--- src/rtl/step_clock_gen.sv ---
// CPU advance strobe generator: debounced single-step pushbutton or a
// free-running divided tick in run mode, delivered as a one-cycle enable
// synchronous to clk (no derived clocks).
//
// state        | meaning
// -------------+--------------------------------------------------------
// IDLE         | button released and stable
// PRESS_WAIT   | button seen high, waiting for DB_LIMIT stable cycles
// PRESSED      | press accepted, button held
// RELEASE_WAIT | button seen low, waiting for DB_LIMIT stable cycles
module step_clock_gen #(
   parameter int DB_W      = 20,
   parameter int DB_LIMIT  = 1000000,
   parameter int DIV_W     = 26,
   parameter int DIV_LIMIT = 50000000,
   parameter int CNT_W     = 16
) (
   input  logic             clk,
   input  logic             reset,
   input  logic             btn_raw,
   input  logic             mode_sw,
   input  logic             halt,
   output logic             cpu_en,
   output logic             step_pulse,
   output logic             btn_level,
   output logic             run_mode,
   output logic [CNT_W-1:0] step_count
);

   localparam logic [1:0] IDLE         = 2'd0;
   localparam logic [1:0] PRESS_WAIT   = 2'd1;
   localparam logic [1:0] PRESSED      = 2'd2;
   localparam logic [1:0] RELEASE_WAIT = 2'd3;

   localparam logic [DB_W-1:0]  DB_LAST  = DB_W'(DB_LIMIT - 1);
   localparam logic [DIV_W-1:0] DIV_LAST = DIV_W'(DIV_LIMIT - 1);

   logic              btn_meta;
   logic              btn_s;
   logic              mode_meta;
   logic [1:0]        state;
   logic [DB_W-1:0]   db_cnt;
   logic [DIV_W-1:0]  div_cnt;
   logic              run_tick;

   // Two-flop synchronizers for the asynchronous button and mode switch.
   always_ff @(posedge clk or posedge reset) begin
      if (reset) begin
         btn_meta  <= 1'b0;
         btn_s     <= 1'b0;
         mode_meta <= 1'b0;
         run_mode  <= 1'b0;
      end else begin
         btn_meta  <= btn_raw;
         btn_s     <= btn_meta;
         mode_meta <= mode_sw;
         run_mode  <= mode_meta;
      end
   end

   // Debounce FSM; step_pulse fires on the cycle the press is accepted.
   always_ff @(posedge clk or posedge reset) begin
      if (reset) begin
         state      <= IDLE;
         db_cnt     <= '0;
         step_pulse <= 1'b0;
      end else begin
         step_pulse <= 1'b0;
         case (state)
            IDLE: begin
               if (btn_s) begin
                  state  <= PRESS_WAIT;
                  db_cnt <= '0;
               end
            end
            PRESS_WAIT: begin
               if (!btn_s) begin
                  state <= IDLE;
               end else if (db_cnt == DB_LAST) begin
                  state      <= PRESSED;
                  step_pulse <= 1'b1;
               end else begin
                  db_cnt <= db_cnt + DB_W'(1);
               end
            end
            PRESSED: begin
               if (!btn_s) begin
                  state  <= RELEASE_WAIT;
                  db_cnt <= '0;
               end
            end
            RELEASE_WAIT: begin
               if (btn_s) begin
                  state <= PRESSED;
               end else if (db_cnt == DB_LAST) begin
                  state <= IDLE;
               end else begin
                  db_cnt <= db_cnt + DB_W'(1);
               end
            end
            default: state <= IDLE;
         endcase
      end
   end

   // The debounced level is a decode of the registered state, so it is glitch-free.
   assign btn_level = (state == PRESSED) || (state == RELEASE_WAIT);

   // The tick only exists while the divider is actually allowed to run.
   assign run_tick = run_mode && !halt && (div_cnt == DIV_LAST);

   // Run-mode divider; leaving run mode or halting restarts a full period.
   always_ff @(posedge clk or posedge reset) begin
      if (reset) begin
         div_cnt <= '0;
      end else if (!run_mode || halt) begin
         div_cnt <= '0;
      end else if (div_cnt == DIV_LAST) begin
         div_cnt <= '0;
      end else begin
         div_cnt <= div_cnt + DIV_W'(1);
      end
   end

   // Strobe select; a strobe coinciding with halt is dropped, not deferred.
   always_ff @(posedge clk or posedge reset) begin
      if (reset) begin
         cpu_en <= 1'b0;
      end else begin
         cpu_en <= !halt && (run_mode ? run_tick : step_pulse);
      end
   end

   // Count issued strobes, wrapping naturally at the counter width.
   always_ff @(posedge clk or posedge reset) begin
      if (reset) begin
         step_count <= '0;
      end else if (cpu_en) begin
         step_count <= step_count + CNT_W'(1);
      end
   end

endmodule

--- config.mk ---
export PLATFORM = sky130hd
export DESIGN_NAME = step_clock_gen
export DESIGN_NICKNAME = d
export VERILOG_FILES = /design/src/rtl/step_clock_gen.sv
export SDC_FILE = /design/constraint.sdc
export NUM_CORES = 1
export LEC_CHECK = 0
export BUFFER_PORTS_ARGS = -buffer_cell sky130_fd_sc_hd__buf_4
export CAP_MARGIN = 20
export CORE_ASPECT_RATIO = 1.1
export CORE_MARGIN = 2
export CORE_UTILIZATION = 45
export CTS_BUF_LIST = sky130_fd_sc_hd__clkbuf_4
export DETAILED_ROUTE_END_ITERATION = 10
export PLACE_DENSITY = 0.62
export RECOVER_POWER = 25
export SKIP_LAST_GASP = 1
export SYNTH_ARGS = -nofsm -noshare
export SYNTH_HDL_FRONTEND = slang
export SYNTH_SLANG_ARGS = --single-unit
--- constraint.sdc ---
create_clock -name clk -period 3.5 [get_ports clk]
set_clock_uncertainty 0.1 [all_clocks]
set_input_delay 0.525 -clock clk [delete_from_list [all_inputs] [get_ports clk]]
set_output_delay 0.525 -clock clk [all_outputs]
set_load 0.01 [all_outputs]
Word level (Yosys, flattened, before mapping)
Index checks and enable logic that the tools add are counted.
{"block": "totals", "regBits": 70, "inputBits": 5, "out_inout_bits": 20, "elab_cells": 53}
{"block": "op_classes", "n_addsub": 3, "eq_ne": 11, "muxes": 19, "reduce_logical": 10}
{"cell": "$mux W20", "count": 5}
{"cell": "$pmux W20 S4", "count": 1}
{"cell": "$mux W26", "count": 2}
{"cell": "$add A26 B1 Y26 const B", "count": 1}
{"cell": "$eq A26 B26 Y1 const B", "count": 1}
{"cell": "$add A20 B1 Y20 const B", "count": 1}
{"cell": "$eq A20 B20 Y1 const B", "count": 1}
{"cell": "$add A16 B1 Y16 const B", "count": 1}
{"cell": "$mux W2", "count": 6}
{"cell": "$ne A2 B2 Y1 const B", "count": 4}
{"cell": "$pmux W2 S4", "count": 1}
{"cell": "$reduce_and A4 Y1", "count": 2}
{"cell": "$ne A3 B3 Y1 const B", "count": 2}
{"cell": "$eq A2 B2 Y1 const B", "count": 2}
{"cell": "$mux W1", "count": 4}
{"cell": "$logic_and A1 B1 Y1", "count": 3}
{"cell": "$eq A2 B1 Y1 const B", "count": 1}
{"cell": "$logic_not A1 Y1", "count": 2}
{"cell": "$logic_not A2 Y1", "count": 1}
{"cell": "$logic_or A1 B1 Y1", "count": 2}

Logic depth before layout (Yosys ltp)
Gate-level depths: netlist (run 1).
{"block": "logic_depth", "depth_word": 5, "mapped_depth": 7, "mapped_depth_nobuf": 6}

Least setup slack after synthesis (run 1)
OpenSTA, ideal clock, no wires.
{"block": "synth_timing", "kind": "register to register", "start": "register db_cnt[0]", "end": "register db_cnt[0]", "setup_ps": 121, "arrival_time_ps": 1765, "required_time_ps": 3279, "slack_ps": 1514, "path_stages_with_launch": 8, "path_buffers": 1, "period_less_slack_ps": 1986, "cell_sequence": "dfrtp_1 > ha_1 > and3_1 > clkbuf_2 > nand3_1 > nor2_2 > mux2_2 > a22o_1"}
{"block": "synth_between", "elab_chain_cells": 4, "word_cells_on_any_way": 6, "cone_classes": "add/sub (1); eq/ne (1); mux (4)"}
{"element": "start, declared", "line": "42", "text": "logic [DB_W-1:0] db_cnt;"}
{"element": "start signal, assigned", "line": "83", "text": "db_cnt <= db_cnt + DB_W'(1);"}
{"element": "start signal, assigned", "line": "98", "text": "db_cnt <= db_cnt + DB_W'(1);"}
{"element": "$add A20 B1 Y20 or $eq A20 B20 Y1 (tied branches)"}
{"element": "$mux W20 (*)", "line": "79, 95"}
{"element": "$mux W20 (on tied branches)", "line": "93, 77"}
{"element": "$pmux W20 S4 (*)", "line": "69", "text": "case (state)"}
Every way passes the cells marked *; elsewhere a longest branch is shown, timed or not. The select of a mux whose other input is x is not followed.
A chain may end at the register's enable or synchronous reset.

Final worst setup path (run 1)
{"block": "layout_timing", "start": "register div_cnt[11]", "end": "register div_cnt[17]"}
{"block": "layout_between", "elab_chain_cells": 3, "word_cells_on_any_way": 4, "cone_classes": "add/sub (1); eq/ne (1); mux (2)"}
{"element": "start, declared", "line": "43", "text": "logic [DIV_W-1:0] div_cnt;"}
{"element": "start signal, assigned", "line": "121", "text": "div_cnt <= div_cnt + DIV_W'(1);"}
{"element": "$add A26 B1 Y26 or $eq A26 B26 Y1 (tied branches)", "line": "121, 118"}
{"element": "$mux W26 (*)", "line": "118", "text": "end else if (div_cnt == DIV_LAST) begin"}
{"element": "$mux W26 (*)", "line": "116", "text": "end else if (!run_mode || halt) begin"}
Every way passes the cells marked *; elsewhere a longest branch is shown, timed or not.

==> run metrics, run 1 <==
Crit Path Class reg -> reg; Rows 33; Avg WL per Cell about 14 µm; most area-hungry cell type in the Yosys netlist dfrtp_1; via count 2509; latest clock arrival within the worst-skew pair 0.40 ns; # H-tree levels 3; Cell variety after synth 46; clock root buffer clkbuf_4; top_reg_cell synth dfrtp_1; CTS Sinks 70; Nets 380; r2r startpoint div_cnt[11]; worst reg2reg path endpoint div_cnt[17]; sequential power share 0.635; fin. max-slew vios 0; Global Route Usage Sum 0.178; Critical Path Sink Type register; worst r2r path cells 6; max-cap viol count 0; register bit total from synthesis 70; Psw 326 µW; synth warn 0; drt total wl 6.54 mm; Detailed Place HPWL 4.58 mm; EDFF count, synth 0; data required time of the worst path between 3 and 4 ns; Post-Syn Instances about 340; post-synth top area share 0.517; DRC Markers 0; IO Count 25; drt pass-1 iters 4; diode count 0; Comb power frac 0.045; Crit Path Max Fanout 11; static leakage 1.67 nW; total power 1.31 mW; Congestion Overflow GR 0; Synth area leaders dfrtp_1 (52%), xnor2_1 (7.7%), nor2_1 (5.3%); final worst setup slack approximately 1.1 ns; buffers added on ports 24; vias in the first global route 2419; RSZ-0062 raised after global routing no; Slew HR 0.518; hold endpoint btn_meta; Final Cycle Share 0.684; status complete, no violations; CTS buffer count 9; Detail Route Antenna Nets 0; hold path startpoint btn_raw; Switching Share 0.249; clock share of power 0.320; initial core utilization 0.459; area grow syn2layout 12.4%; layout cells sized above 1 0.144; Critical Path AT between 2 and 3 ns; die height 95.0 µm; Netlist Area Pre-Place between 3000 and 4000 µm²; Total Neg Setup Slack 0 ns; Setup Fix Bufs, Post-CTS 0; clock-pin slew on the worst setup and hold paths 0.11 ns; Core Region roughly 7400 µm²; final hold violations 0; power density cells 344 nW/µm²; first-pass GRT wire length roughly 11 mm; routability cong. between 0.8 and 0.9; Die X 86.8 µm; Fmax 0.418 GHz; Setup Viol. Count Final 0; VDD IR max ~160 µV; Worst R2R Setup Slack 1.11 ns; ys async rst share 1.00; Clock Path Buffers 2; largest net degree at the start of global routing 52; die footprint 8250 µm²; CTS tree yes; post-synthesis sequential area ratio 0.517; Worst Setup Start Kind register; worst-margin pin slew 0.723 ns; DRT iter0 DRCs 88; syn_nets roughly 350; Min-Delay Path Class in -> reg; Pint 984 µW; initial antenna violation count 0; most frequent cell after synthesis dfrtp_1; Vias/cell 5.42; setup slack after placement approximately 1.1 ns; Synth top cells by count dfrtp_1 (70), nor2_1 (48), xnor2_1 (30); synthesized area per cell 10.0 µm²; hold path cells 1; fin crit period roughly 2.4 ns
## logic make-up after synthesis
logic type	count (synthesis)	synth area share
AO/OA/AOI/OAI	34	0.0653
XOR/XNOR	44	0.114
adder cells (fa/ha/maj)	3	0.0111
buffers and inverters	16	0.0192
flip-flops	70	0.517
multiplexers	3	0.00996
AND/OR/NAND/NOR	168	0.264
## per-stage QoR
step	hold WS [ns]	std cells	area, µm²	utilization
finish	0.149	463	3810	0.516
global placement	0.233	446	3680	0.498
floorplan	0.231	338	3390	-
CTS	0.101	461	3780	0.512
detailed placement	0.238	446	3680	0.498
global route	0.124	463	3810	0.516
## power groups by stage
stage	Sequential (mW)	Combinational [mW]	Clock [mW]
2_1_floorplan	0.844	0.0390	0
3_3_place_gp	0.847	0.0570	0
3_5_place_dp	0.847	0.0577	0
4_1_cts	0.832	0.0580	0.439
5_1_grt	0.834	0.0695	0.474
6_report	0.831	0.0590	0.419
## metal layers
metal	wire, µm	share of wire	global-route usage
met4	97	0.015	0.0742
met3	245	0.037	0.0346
met1	3150	0.48	0.241
met2	3040	0.47	0.281
met5	0	0	0
## state kept, by name, indices dropped and copies added (netlist names), named ones only
register    cells
btn_s           1
step_count     16
step_pulse      1
run_mode        1
mode_meta       1
state           1
cpu_en          1
btn_meta        1
db_cnt         20
div_cnt        26
## layout by cell type (no fill, tap or decap), drive strengths merged, types with 4 or more instances in the layout
cell    instances
dfrtp          70
nor2           49
xnor2          30
nand2          30
buf            26
nand3          25
nand4          17
xor2           14
clkbuf         13
and3           12
inv             9
a21oi           9
o21ai           9
nor4            9
nor3            6
and4            4
a22o            4
## area by class of cell
cell class,instances,area (µm²)
multi-input combinational,252,1570
timing repair buffer,30,240
inverter,9,33.8
clock buffer,10,75.1
fill,696,3580
clock inverter,5,27.5
sequential,70,1750
tap,87,109
## worst max-delay path by stage
stage,start,to,depth (start not counted)
2_1_floorplan,reset,async pin,1
3_3_place_gp,div_cnt[11],div_cnt[22],6
3_5_place_dp,div_cnt[11],div_cnt[17],6
4_1_cts,div_cnt[11],div_cnt[17],6
5_1_grt,div_cnt[18],div_cnt[24],6
6_report,div_cnt[11],div_cnt[17],6
## what timing repair did
item / 4_1_cts / 5_1_grt
hold buffers: 0 / 1
gates resized for setup: 0 / 0
endpoints found under the hold margin: 0 / 8
## critical path: stages (launching register included)
cell and delay (ns):
dfrtp_1 0.47, nor4_1 0.25, nand4_1 0.13, or4_4 0.46, o21ai_1 0.52, buf_4 0.29
nor2_1 0.06
No activity file was read; power rests on OpenSTA's default activity.
==> inputs of run 2 (changes only) <==
--- a/config.mk
+++ b/config.mk
@@ -5,6 +5,7 @@
 export SDC_FILE = /design/constraint.sdc
 export NUM_CORES = 1
 export LEC_CHECK = 0
+export ABC_AREA = 1
 export BUFFER_PORTS_ARGS = -buffer_cell sky130_fd_sc_hd__buf_4
 export CAP_MARGIN = 20
 export CORE_ASPECT_RATIO = 1.1
==> constraint.sdc (replaced) <==
create_clock -name clk -period 2.4 [get_ports clk]
set_clock_uncertainty 0.1 [all_clocks]
set_input_delay 0.36 -clock clk [delete_from_list [all_inputs] [get_ports clk]]
set_output_delay 0.36 -clock clk [all_outputs]
set_load 0.01 [all_outputs]
==> run 2 against run 1 <==
Flip-flop and latch count is the same. Final cell count grew 47%. Fmax grew 27%. Die area grew 18%. Final area grew 18%. Area after synthesis grew 19%. Global-route usage grew 1.7 points. Sequential share of layout area shrank 7.2 points. Count of clock-buffer cells in the layout shrank 1. First-iteration DRC count grew 140%. Worst hold slack lost 0.12 ns. Combinational power grew 93%.
==> run metrics, run 2 <==
status complete, no violations; VDD IR max 237 µV (+52%); Rows 36 (+9.1%); # resized after CTS 0 (unchanged); total power 2.45 mW (+87%); ys async rst share 1.00 (unchanged); Critical Path Sink Type register; clock-pin slew on the worst setup and hold paths 0.12 ns (about the same); Die X 94.1 µm (+8.5%); Clock Path Buffers 2 (unchanged); syn_nets 535 (+55%); area grow syn2layout 12.3% (about the same); largest net degree at the start of global routing 71 (+37%); Critical Path AT 2.14 ns (-0.45 ns); Crit Path Class reg -> reg; Total Neg Setup Slack 0 ns (unchanged); Core Region 8780 µm² (+19%); final hold violations 0 (unchanged); CTS Sinks 70 (unchanged); die height 103 µm (+8.5%); Setup Fix Bufs, Post-CTS 0 (unchanged); synth warn 0 (unchanged); EDFF count, synth 0 (unchanged); setup slack after placement 0.540 ns (-0.603 ns); r2r startpoint db_cnt[0]; Post-Syn Instances 527 (+56%); Biggest register div_cnt; Detailed Place HPWL 6.25 mm (+37%); Synth area leaders dfrtp_1 (44%), nand2_1 (14%), nor2_1 (8.7%); Hold Buf Count CTS 3 (+3); via count 3426 (+37%); die footprint 9710 µm² (+18%); DRC Markers 0 (unchanged); Post-Synth Simple-Gate Area 0.379 (+0.115); hold path startpoint halt; DRT iter0 DRCs 211 (+140%); clock root buffer clkbuf_4; Nets 568 (+49%); worst r2r path cells 7 (+1); drt total wl 8.77 mm (+34%); top_reg_cell synth dfrtp_1; fin crit period 1.88 ns (-0.514 ns); static leakage 2.01 nW (+20%); CTS buffer count 9 (unchanged); post-synthesis sequential area ratio 0.436 (-0.0809); most common cell after layout, fill and taps aside nand2_1; Crit Path Max Fanout 22 (+11); final worst setup slack 0.522 ns (-0.586 ns); RSZ-0062 raised after global routing no; Final Cycle Share 0.783 (+0.0991); power density cells 542 nW/µm² (+58%); Finished Cell Area 4510 µm² (+18%); Congestion Overflow GR 0 (unchanged); biggest regs div_cnt: 26 flops, db_cnt: 20 flops, step_count: 16 flops; hold path cells 2 (+1); post-synthesis xor/xnor area fraction 0.0675 (-0.0461); initial antenna violation count 0 (unchanged); max-cap viol count 0 (unchanged); post-synth top area share 0.436 (-0.0809); Placed Area 4280 µm² (+16%); Worst Setup Start Kind register; Synth top cells by count nand2_1 (145), nor2_1 (93), dfrtp_1 (70); main combinational cell family by area after synthesis simple AND/OR/NAND/NOR gates; latest clock arrival within the worst-skew pair 0.44 ns (+0.04 ns); commonest non-fill, non-tap cells in the layout nand2_1 (145), nor2_1 (93), dfrtp_1 (70); Global Route Usage Sum 0.195 (+0.0170); Cell variety after synth 32 (-30%); Post-Synth Adder-Cell Area 0.00934 (-0.00173); Vias/cell 5.05 (-6.9%); hold endpoint cpu_en; synthesized area per cell 7.63 µm² (-24%); fin. max-slew vios 0 (unchanged); Slew HR 0.370 (-0.148); drt pass-1 iters 4 (unchanged); Hold WS 0.0329 ns (-0.116 ns); # H-tree levels 3 (unchanged); Min-Delay Path Class in -> reg; diode count 0 (unchanged); Netlist Area Pre-Place 4020 µm² (+19%); data required time of the worst path 2.66 ns (-1.03 ns); worst-margin pin slew 0.946 ns (+0.223 ns); initial core utilization 0.458 (-0.00109); Compound-Gate Fraction of Synth Area 0.0349 (-0.0305); most area-hungry cell type in the Yosys netlist dfrtp_1; Detail Route Antenna Nets 0 (unchanged); layout cells sized above 1 0.136 (-0.00733); Setup Viol. Count Final 0 (unchanged); mux cell area share after synthesis 0 (-0.00996); CTS tree yes; buffers added on ports 24 (unchanged); max reg flops 26 (unchanged); first-pass GRT wire length 14.9 mm (+30%); Worst R2R Setup Slack 0.52 ns (-0.59 ns); vias in the first global route 3177 (+31%); worst reg2reg path endpoint db_cnt[16]; most frequent cell after synthesis nand2_1; IO Count 25 (unchanged); register bit total from synthesis 70 (unchanged); Fmax 0.532 GHz (+27%); routability cong. 0.910 (+10%); Avg WL per Cell 12.9 µm (-8.5%)
run 2: area by class of cell:
class                   count  area, µm²
clock inverters             7        145
clock buffers               9       67.6
well taps                 114        143
multi-input cells         394       1970
fillers                   859       4270
repair buffers             29        225
inverters                  56        210
flip-flops and latches     70       1750
run 2: where the power goes:
part	internal, mW	switching, mW	leakage, nW
clock network	0.637	0.476	0.107
registers	1.20	0.0262	0.961
logic	0.0318	0.0824	0.943
run 2: cells by family (layout without fill, tap and decap cells):
group,Yosys count,after routing
and+or+nand+nor,337,337
DFF,70,70
buffers and inverters,63,101
xor gates and xnor gates,31,31
AOI/OAI and AO/OA,23,23
adders and majority gates,3,3
run 2: metrics by stage:
step | util | cells
floorplan | - | 527
global placement | 0.488 | 660
detailed placement | 0.488 | 660
CTS | 0.515 | 679
global route | 0.514 | 679
finish | 0.514 | 679
run 2: per-layer routing:
| metal | up-vias | part of all wire | GRT usage |
|---|---|---|---|
| li1 | 1725 | - | - |
| met1 | 1613 | 0.47 | 0.257 |
| met2 | 69 | 0.47 | 0.321 |
| met3 | 19 | 0.029 | 0.0307 |
| met4 | 0 | 0.024 | 0.0836 |
| met5 | - | 0 | 0 |
run 2: worst max-delay path, cell delays in order, from the launching register on:
cell,delay (ns)
dfrtp_1,0.49
ha_1,0.32
nand3_2,0.15
nor2_2,0.15
nand4_2,0.16
nand2_4,0.27
nand2_1,0.10
o21ai_2,0.06
run 2: worst max-delay path by stage:
stage | startpoint | to | slack (ns) | cells past startpoint
finish | db_cnt[0] | db_cnt[16] | 0.52 | 7
global route | db_cnt[0] | db_cnt[5] | 0.31 | 7
CTS | db_cnt[0] | db_cnt[16] | 0.51 | 7
detailed placement | db_cnt[0] | db_cnt[17] | 0.54 | 6
global placement | db_cnt[0] | db_cnt[15] | 0.63 | 7
floorplan | reset | async pin | 0.17 | 1
==> inputs of run 3 (changes only) <==
--- a/config.mk
+++ b/config.mk
@@ -13,7 +13,7 @@
 export CORE_UTILIZATION = 45
 export CTS_BUF_LIST = sky130_fd_sc_hd__clkbuf_4
 export DETAILED_ROUTE_END_ITERATION = 10
-export PLACE_DENSITY = 0.62
+export PLACE_DENSITY = 0.64
 export RECOVER_POWER = 25
 export SKIP_LAST_GASP = 1
 export SYNTH_ARGS = -nofsm -noshare
==> constraint.sdc (replaced) <==
create_clock -name clk -period 1.7 [get_ports clk]
set_clock_uncertainty 0.1 [all_clocks]
set_input_delay 0.255 -clock clk [delete_from_list [all_inputs] [get_ports clk]]
set_output_delay 0.255 -clock clk [all_outputs]
set_load 0.01 [all_outputs]
==> run 3 against run 2 <==
Final area rose by 4.3%. Count of clock-buffer cells in the layout did not move. Final cell count rose by 2.4%. Sequential power rose by 40%. Clock power rose by 24%. Die area did not move. Non-clock buffer count rose by 14. First-iteration DRC count fell by 32%. Core utilization rose by 2.2 points. Flip-flop and latch count did not move. Power rose by 35%. Routed wire length rose by 2.9%.
==> run metrics, run 3 (same netlist as run 2, synthesis figures left out) <==
initial antenna violation count 0 (unchanged); CP max stage cell dfrtp_1; Critical Path AT 1.84 ns (-0.30 ns); die footprint 9710 µm² (unchanged); die height 103 µm (unchanged); CTS Sinks 70 (unchanged); VDD IR max 426 µV (+80%); worst-margin pin slew 0.691 ns (-0.255 ns); Placed Cells 669 (+1.4%); Core Region 8780 µm² (unchanged); Global Route Usage Sum 0.192 (-0.00330); clock share of power 0.415 (-0.039); total power 3.32 mW (+35%); area grow syn2layout 17.1%; Slew HR 0.537 (+0.167); CP max stage delay 0.46 ns (-0.03 ns); Detailed Place HPWL 6.34 mm (+1.4%); routability cong. 0.923 (+1.4%); data required time of the worst path 1.93 ns (-0.73 ns); Clock Path Buffers 2 (unchanged); fin. max-slew vios 0 (unchanged); first-pass GRT wire length 14.6 mm (-1.9%); Final Cycle Share 0.948 (+0.166); status complete, no violations; Setup Viol. Count Final 0 (unchanged); most common cell after layout, fill and taps aside nand2_1; Biggest register div_cnt; Detail Route Antenna Nets 0 (unchanged); IO Count 25 (unchanged); Pint 2.50 mW (+34%); latest clock arrival within the worst-skew pair 0.44 ns (about the same); static leakage 2.07 nW (+2.8%); Top delay family on crit path simple AND/OR/NAND/NOR gates; final hold violations 0 (unchanged); max reg flops 26 (unchanged); DRC Markers 0 (unchanged); Worst Setup Start Kind register; max-cap viol count 0 (unchanged); sequential power share 0.517 (+0.018); Psw 817 µW (+40%); CTS buffer count 9 (unchanged); Final Instance Count excl. Fillers 695 (+2.4%); Crit Path Max Fanout 5 (-77%); drt pass-1 iters 7 (+3); CP Cell Sequence nand2_1 -> nor2_1 -> nand2_1 -> nor3_1 -> nand3_1 -> nand3_1 -> nor2_1; via count 3443 (+0.50%); Fmax 0.620 GHz (+17%); vias in the first global route 3261 (+2.6%); Rows 36 (unchanged); Die X 94.1 µm (unchanged); Comb power frac 0.068 (+0.021); Crit Path Class reg -> reg; diode count 0 (unchanged); power density cells 704 nW/µm² (+30%); clock root buffer clkbuf_4; Min-Delay Path Class reg -> reg; post-layout util 0.536 (+0.0222); clock-pin slew on the worst setup and hold paths 0.12 ns (about the same); biggest regs div_cnt: 26 flops, db_cnt: 20 flops, step_count: 16 flops; fin crit period 1.61 ns (-0.266 ns); Avg WL per Cell 13.0 µm (+0.52%); Vias/cell 4.95 (-1.8%); largest net degree at the start of global routing 57 (-20%); commonest non-fill, non-tap cells in the layout nand2_1 (142), nor2_1 (91), dfrtp_1 (69); Critical Path Sink Type register; Switching Share 0.246 (+0.00777); # H-tree levels 3 (unchanged); CTS tree yes; DRT iter0 DRCs 144 (-32%); Buffers & Inverters on Critical Path 0 (unchanged); Nets 584 (+2.8%); buffers added on ports 24 (unchanged); Congestion Overflow GR 0 (unchanged); RSZ-0062 raised after global routing yes; initial core utilization 0.458 (unchanged); layout cells sized above 1 0.181 (+0.0444); drt total wl 9.03 mm (+2.9%)
==> run 3: changes by cell type in the layout (fill, tap and decap cells not counted), moves of 2 or more <==
cell	change
nand2_2	+2
buf_4	+12
inv_1	-5
nand3_1	-3
inv_2	+3
nand2_1	-3
nand2_8	+3
nor2_1	-2
clkinvlp_4	+2
clkinv_1	+2
nand3_2	+3
==> run 3: area by class of cell <==
type,count,area (µm²)
Clock buffer,9,67.6
Timing Repair Buffer,43,349
Multi-Input combinational cell,396,2070
Clock inverter,7,113
Fill cell,868,4070
Tap cell,114,143
Inverter,56,215
Sequential cell,70,1750
==> run 3: repair_timing <==
item	CTS	global route
gates resized for setup	0	22
setup buffers	0	4
endpoints found under the setup margin	0	31
hold buffers	4	0
hold endpoints to repair	17	0
==> run 3: final timing paths <==
| kind | cells after the start | slack, ns | from | end |
|---|---|---|---|---|
| min in group asynchronous | 3 | 0.32 | reset | db_cnt[1] |
| hold reg to reg | 0 | 0.26 | btn_meta | btn_s |
| max in group asynchronous | 4 | 0.26 | reset | db_cnt[12] |
| setup / recovery | 7 | 0.09 | div_cnt[10] | div_cnt[21] |
| hold / removal | 0 | 0.26 | btn_meta | btn_s |
| setup reg to reg | 7 | 0.09 | div_cnt[10] | div_cnt[21] |
==> run 3: metrics by stage <==
step	hold WS (ns)	area [µm²]	setup slack, ns	setup TNS (ns)
after floorplan	0.186	4020	0.0593	0
after global placement	0.159	4360	0.102	0
after detailed placement	0.162	4360	0.0857	0
after CTS	0.227	4580	0.0695	0
after global routing	0.268	4710	-0.0259	-0.0482
final	0.262	4710	0.0880	0
==> run 3: power by group through the flow <==
stage          Combinational, mW  Clock (mW)  Sequential, mW
6_report                   0.226        1.38            1.71
5_1_grt                    0.255        1.48            1.72
3_5_place_dp               0.197           0            1.75
3_3_place_gp               0.194           0            1.74
2_1_floorplan              0.153           0            1.74
4_1_cts                    0.206        1.41            1.71
==> run 3: per-layer routing <==
metal	share of wire	GRT usage	up-vias
met4	0.015	0.0680	0
met2	0.48	0.318	52
met3	0.029	0.0482	15
met1	0.48	0.246	1605
met5	0	0	-
li1	-	-	1771
